==> src/rtl/frame_sync_ctrl.sv <==
// frame_sync_ctrl: sync-word frame acquisition with lock/miss tracking; emits payload_bit/payload_valid with frame_start/frame_end markers, plus locked and sync_err status.
module frame_sync_ctrl #(
  parameter int SYNC_LEN = 4,
  parameter logic [SYNC_LEN-1:0] SYNC_PAT = 4'b1011,
  parameter int PAYLOAD_LEN = 8,
  parameter int LOCK_CNT = 2,
  parameter int MISS_CNT = 2
) (
  input  logic clk,
  input  logic rst,
  input  logic x_valid,
  input  logic x,
  output logic payload_bit,
  output logic payload_valid,
  output logic frame_start,
  output logic frame_end,
  output logic locked,
  output logic sync_err
);
  localparam int F = PAYLOAD_LEN + SYNC_LEN;
  localparam int PW = $clog2(F);
  localparam logic [PW-1:0] POS_SYNC = PW'(F - 1);
  localparam logic [PW-1:0] POS_PEND = PW'(PAYLOAD_LEN - 1);
  localparam logic [PW-1:0] POS_PLEN = PW'(PAYLOAD_LEN);
  typedef enum logic [1:0] {SEARCH, VERIFY, LOCKED} state_t;
  state_t state_q, state_d;
  logic [PW-1:0] pos_q, pos_d;
  logic [3:0] hit_q, hit_d, miss_q, miss_d, hit_inc, miss_inc;
  logic [SYNC_LEN-2:0] shreg_q, shreg_d;
  logic [SYNC_LEN-1:0] win;
  logic match, at_sync, in_pay;
  logic pb_q, pb_d, pv_q, pv_d, fs_q, fs_d, fe_q, fe_d, se_q, se_d;
  assign win = {shreg_q, x};
  assign match = win == SYNC_PAT;
  assign at_sync = pos_q == POS_SYNC;
  assign in_pay = pos_q < POS_PLEN;
  assign hit_inc = hit_q + 4'd1;
  assign miss_inc = miss_q + 4'd1;
  always_comb begin
    state_d = state_q;
    pos_d = pos_q;
    hit_d = hit_q;
    miss_d = miss_q;
    shreg_d = shreg_q;
    pv_d = 1'b0;
    pb_d = 1'b0;
    fs_d = 1'b0;
    fe_d = 1'b0;
    se_d = 1'b0;
    if (x_valid) begin
      shreg_d = win[SYNC_LEN-2:0];
      case (state_q)
        SEARCH: if (match) begin
          pos_d = '0;
          hit_d = 4'd1;
          miss_d = '0;
          state_d = (LOCK_CNT == 1) ? LOCKED : VERIFY;
        end
        VERIFY: if (!at_sync) pos_d = pos_q + 1'b1;
        else if (match) begin
          pos_d = '0;
          hit_d = hit_inc;
          if (hit_inc == 4'(LOCK_CNT)) begin
            state_d = LOCKED;
            miss_d = '0;
          end
        end else begin
          pos_d = '0;
          hit_d = '0;
          state_d = SEARCH;
        end
        LOCKED: begin
          pos_d = at_sync ? '0 : pos_q + 1'b1;
          pv_d = in_pay;
          pb_d = in_pay & x;
          fs_d = in_pay && pos_q == '0;
          fe_d = pos_q == POS_PEND;
          if (at_sync) begin
            miss_d = match ? '0 : miss_inc;
            se_d = !match;
            if (!match && miss_inc == 4'(MISS_CNT)) begin
              state_d = SEARCH;
              hit_d = '0;
            end
          end
        end
        default: state_d = SEARCH;
      endcase
    end
  end
  always_ff @(posedge clk or posedge rst) begin
    if (rst) begin
      state_q <= SEARCH;
      pos_q <= '0;
      hit_q <= '0;
      miss_q <= '0;
      shreg_q <= '0;
      pv_q <= 1'b0;
      pb_q <= 1'b0;
      fs_q <= 1'b0;
      fe_q <= 1'b0;
      se_q <= 1'b0;
    end else begin
      state_q <= state_d;
      pos_q <= pos_d;
      hit_q <= hit_d;
      miss_q <= miss_d;
      shreg_q <= shreg_d;
      pv_q <= pv_d;
      pb_q <= pb_d;
      fs_q <= fs_d;
      fe_q <= fe_d;
      se_q <= se_d;
    end
  end
  assign payload_bit = pb_q;
  assign payload_valid = pv_q;
  assign frame_start = fs_q;
  assign frame_end = fe_q;
  assign sync_err = se_q;
  assign locked = state_q == LOCKED;
endmodule

==> config.mk <==
export PLATFORM = sky130hd
export DESIGN_NAME = frame_sync_ctrl
export DESIGN_NICKNAME = d
export VERILOG_FILES = /design/src/rtl/frame_sync_ctrl.sv
export SDC_FILE = /design/constraint.sdc
export NUM_CORES = 1
export LEC_CHECK = 0
export ABC_AREA = 1
export CAP_MARGIN = 25
export CORE_UTILIZATION = 40
export CTS_BUF_LIST = sky130_fd_sc_hd__clkbuf_8
export CTS_CLUSTER_DIAMETER = 200
export CTS_CLUSTER_SIZE = 10
export DETAILED_ROUTE_END_ITERATION = 7
export GPL_ROUTABILITY_DRIVEN = 0
export PLACE_DENSITY_LB_ADDON = 0.08
export SKIP_CTS_REPAIR_TIMING = 1
export SKIP_LAST_GASP = 1
export SLEW_MARGIN = 20
export SYNTH_ARGS = -nofsm -noshare
export SYNTH_HDL_FRONTEND = slang
export SYNTH_SLANG_ARGS = --single-unit
export TNS_END_PERCENT = 100
==> constraint.sdc <==
create_clock -name clk -period 3.87 [get_ports clk]
set_input_delay 0.774 -clock clk [delete_from_list [all_inputs] [get_ports clk]]
set_output_delay 0.774 -clock clk [all_outputs]
set_load 0.02 [all_outputs]
Word level (Yosys, flattened, before mapping)
Cells that the tools add are included.
Cells by class
  order comparisons: 1
  mux-type cells: 33
  add/subtract/negate cells: 3
  bitwise gates (word level): 1
  reduce and logical (&&, ||, !) cells: 12
  equality and inequality tests: 14
Operators with widths (number)
  4-bit 2-to-1 mux: 12
  4-bit one-hot mux with 3 select lines: 2
  4-bit by 1-bit adder with 4-bit output (second input constant): 3
  2-bit 2-to-1 mux: 6
  6-bit AND reduction: 2
  1-bit 2-to-1 mux: 11
  4-bit by 2-bit == test with 1-bit output (second input constant): 2
  4-bit == test (second input constant): 2
  2-bit inequality test (second input constant): 4
  4-bit one-hot mux with 2 select lines: 1
  7-bit AND reduction: 1
  2-bit one-hot mux with 3 select lines: 1
  4-bit by 3-bit == test with 1-bit output (second input constant): 1
  4-bit zero test: 1
  4-bit < comparator (second input constant): 1
  2-bit by 1-bit inequality test with 1-bit output (second input constant): 2
  3-bit inequality test (second input constant): 1
  3-bit AND reduction: 1
  3-bit nonzero test: 1
  2-bit by 1-bit == test with 1-bit output (second input constant): 1
  2-bit == test (second input constant): 1
  1-bit logical AND: 2
  2-bit zero test: 1
  2-bit nonzero test: 1
  other kinds (3): 3
Storage, ports and cells
  output and inout bits: 6
  logic and storage cells: 74
  register bits after elaboration: 22

Longest topological paths before layout
  depth after elaboration: 6
  gate-level depth with buffers: 10
  mapped depth without buffers: 10

Least setup slack after synthesis
No wires, ideal clock.
  path type: input to register
  start point: in x
  end point: reg hit_q[2]
  slack: 2.274 ns
  stages: 8
  data required time: 3.752 ns
  arrival time: 1.478 ns
  cell sequence: nand2_1 inv_2 nand2_2 nand3_1 o21bai_4 nand2_4 nand2_1 o21ai_2
Between the ends
  cells in the longest elaborated chain, start to end: 5
  elaborated cells between the ends (all ways): 9
  those cells by class: eq/ne: 3; mux: 3; reduce/logical: 3
RTL lines
  start: declaration: line 12  | input logic x,
  4-bit == test (*): line 34  | assign match = win == SYNC_PAT;
  1-bit zero test: line 81  | if (!match && miss_inc == 4'(MISS_CNT)) begin
  1-bit logical AND: line 81
  2-bit by 1-bit inequality test with 1-bit output (no source line)
  6-bit AND reduction (no source line)
  end signal: assignment: line 106  | hit_q <= hit_d;
  end: declaration: line 28  | logic [3:0] hit_q, hit_d, miss_q, miss_d, hit_inc, miss_inc;
Every way passes the cells marked *; elsewhere a longest branch is shown, timed or not. The select of a mux whose other input is x is not followed.
A chain may end at the register's enable or synchronous reset.

Worst setup path in the final report
  start point: reg state_q[0]
  end point: out locked
Between the ends
  cells in the longest elaborated chain, start to end: 1
RTL lines
  start: declaration: line 26  | state_t state_q, state_d;
  start signal: assignment: line 104  | state_q <= state_d;
  2-bit == test: line 121  | assign locked = state_q == LOCKED;
  end: declaration: line 17  | output logic locked,
Every way passes these cells.

==> flow_summary.rst <==
.. list-table::
   :header-rows: 1

   * - Metric
     - Value
   * - Syn Std Cell Area
     - 1320 um^2
   * - Final worst path period need
     - 2.485 ns
   * - Power density cells
     - 482.2 nW/um^2
   * - Clock sinks
     - 22
   * - DR DRC count
     - 0
   * - H-Tree Level Count
     - 1
   * - Drt first pass iters
     - 4
   * - Highest clock frequency the design can meet
     - 402.5 MHz
   * - Number of instances in the synthesized netlist
     - 159
   * - Count of state elements after synthesis
     - 22
   * - Data required time at the worst endpoint
     - 3.10 ns
   * - Post-DR vias/cell
     - 4.778
   * - Die Width
     - 59.45 um
   * - # nets final
     - 187
   * - Area of the die
     - 3534 um^2
   * - I/O pin count
     - 10
   * - Combined area of the multi-input logic cells
     - 671.9 um^2
   * - Placed inst area
     - 1465 um^2
   * - Endpoint kind of the worst setup timing path
     - output pin
   * - Final hold violation count
     - 0
   * - Layout filler cell count
     - 334
   * - Most frequent standard cell in the layout excluding fill and tap cells
     - sky130_fd_sc_hd__nand2_1
   * - Setup repair after global routing missed its margin
     - no
   * - Top fanout value on the critical path
     - 5
   * - Max-Slew Margin vs Limit
     - 0.4388
   * - Clock tree root driver cell
     - sky130_fd_sc_hd__clkbuf_8
   * - Number of setup violations in the final report
     - 0
   * - Actual transition at the worst max-transition pin
     - 0.8408 ns
   * - Global router's overall resource usage
     - 0.1663
   * - Die outline height
     - 59.45 um
   * - Number of max-slew violations in the final report
     - 0
   * - Initial antenna violation count
     - 0
   * - Synth unique cells
     - 26
   * - Status
     - finished clean
   * - Register area
     - 550.5 um^2
   * - Register area share after synthesis
     - 0.4171
   * - Count of port buffers added during placement
     - 9
   * - First-pass GRT wire length
     - 4.347 mm
   * - Per-cell routed wire length
     - 11.40 um
   * - Register clock-pin slew on the reported worst setup and hold paths
     - 0.08 ns
   * - Fin Setup TNS
     - 0 ns
   * - Initial core utilization
     - 0.4254
   * - TritonCTS clock tree
     - done
   * - Deepest clock path buffer count
     - 2
   * - Worst skew pair latency
     - 0.26 ns
   * - Commonest cells after routing, fill and taps aside
     - sky130_fd_sc_hd__nand2_1, sky130_fd_sc_hd__inv_1, sky130_fd_sc_hd__dfrtp_1
   * - Number of max-capacitance violations reported
     - 0
   * - Warnings from Yosys
     - 0
   * - Fraction of layout cells with a size suffix above 1
     - 0.1395
   * - Hold WC Path Type
     - reg -> reg
   * - Static Leak
     - 0.7299 nW
   * - Critical Setup Path Class
     - reg -> out
   * - Placeable Area
     - 3103 um^2
   * - Arrival time at the worst endpoint
     - 1.71 ns
   * - Remaining antenna violation count after routing
     - 0
   * - Syn_nets
     - 173
   * - Layout overhead on the synthesized area
     - 15.17%
   * - Largest voltage drop on the vdd net
     - 0.0002463 V
   * - Inserted Clock Buffers
     - 3
   * - Total routed wirelength
     - 2.463 mm
   * - Portion of the clock cycle consumed by the worst path in the final layout
     - 0.6420
   * - Maximum number of pins on one net before global-route repair
     - 23
   * - Final Power
     - 0.7331 mW
   * - Nature of the critical path startpoint
     - flip-flop
   * - Via count
     - 1032
   * - Total number of placement rows
     - 20
   * - Number of global-route vias before repair
     - 994
   * - Final HPWL DP
     - 1.896 mm
   * - Fin Clk Skew
     - 0.001441 ns
   * - Mean area per synthesized cell
     - 8.302 um^2
   * - Diode count
     - 0
   * - Post-Layout Inst Area
     - 1520 um^2
   * - Remaining global-route overflow
     - 0
   * - Starting DRT DRC Count
     - 21
==> power breakdown <==
group	switching [mW]	total, mW	internal, mW
logic	0.170	0.263	0.0929
clock network	0.0792	0.170	0.0908
registers	0.0380	0.300	0.263
==> stage by stage <==
step / instances / setup WS (ns) / hold WS, ns / utilization
floorplan: 159 / 2.274 / 0.4636 / -
global placement: 212 / 1.696 / 0.4852 / 0.4722
detailed placement: 212 / 1.692 / 0.4927 / 0.4722
CTS: 216 / 1.387 / 0.5133 / 0.4899
global route: 216 / 1.297 / 0.5320 / 0.4899
finish: 216 / 1.385 / 0.5092 / 0.4899
==> worst max-delay path, stage by stage, from the launching register on <==
cell and delay (ns):
sky130_fd_sc_hd__dfrtp_1 0.42, sky130_fd_sc_hd__inv_1 0.10, sky130_fd_sc_hd__ha_1 0.28, sky130_fd_sc_hd__clkdlybuf4s50_1 0.65
==> registers in the layout (all words and copies together) (netlist names) <==
signal / count
frame_start: 1
state_q: 2
sync_err: 1
frame_end: 1
shreg_q: 3
pos_q: 4
payload_valid: 1
miss_q: 4
payload_bit: 1
hit_q: 4
==> kinds of logic after synthesis <==
kind of cell    synth area share
xor+xnor                0.006636
simple gates              0.3194
buf+inv                  0.07393
fa+ha+maj                0.09479
compound gates           0.08815
flops                     0.4171
==> per-layer routing <==
layer / vias to the layer above / part of all wire / global-route usage
met5: - / 0 / 0
li1: 535 / - / -
met4: 0 / 0.012 / 0.06122
met2: 10 / 0.44 / 0.2681
met3: 4 / 0.020 / 0.02620
met1: 483 / 0.52 / 0.2237
==> cells in the mapped netlist, drive strengths merged <==
cell	number	area, um^2
inv	26	97.59
nor3	4	20.02
xor2	1	8.760
nor2	12	73.82
o21ai	12	86.33
o22ai	1	6.260
nor3b	1	7.510
nand2	46	185.2
nand3	16	97.60
a21oi	1	5.000
dfrtp	22	550.5
nand4	5	31.28
ha	10	125.1
o21bai	1	18.77
or2	1	6.260
==> path summary, 6_finish.rpt <==
| kind | start | to | slack [ns] | cells past startpoint |
|---|---|---|---|---|
| max in group asynchronous | rst | state_q[1] | 2.38 | 2 |
| worst min register to register | miss_q[3] | miss_q[3] | 0.51 | 2 |
| worst max register to register | state_q[0] | hit_q[1] | 2.28 | 8 |
| worst max-delay path | state_q[0] | locked | 1.39 | 3 |
| min in group asynchronous | rst | frame_start | 0.97 | 2 |
| worst min-delay path | miss_q[3] | miss_q[3] | 0.51 | 2 |
==> final cells by class <==
type,count,area share
sequential,22,0.3621
timing repair buffer,9,0.05926
inverter,26,0.06420
multi-input combinational,111,0.4420
tap,44,0.03621
clock buffer,4,0.03621
No activity file was read; power rests on OpenSTA's default activity.
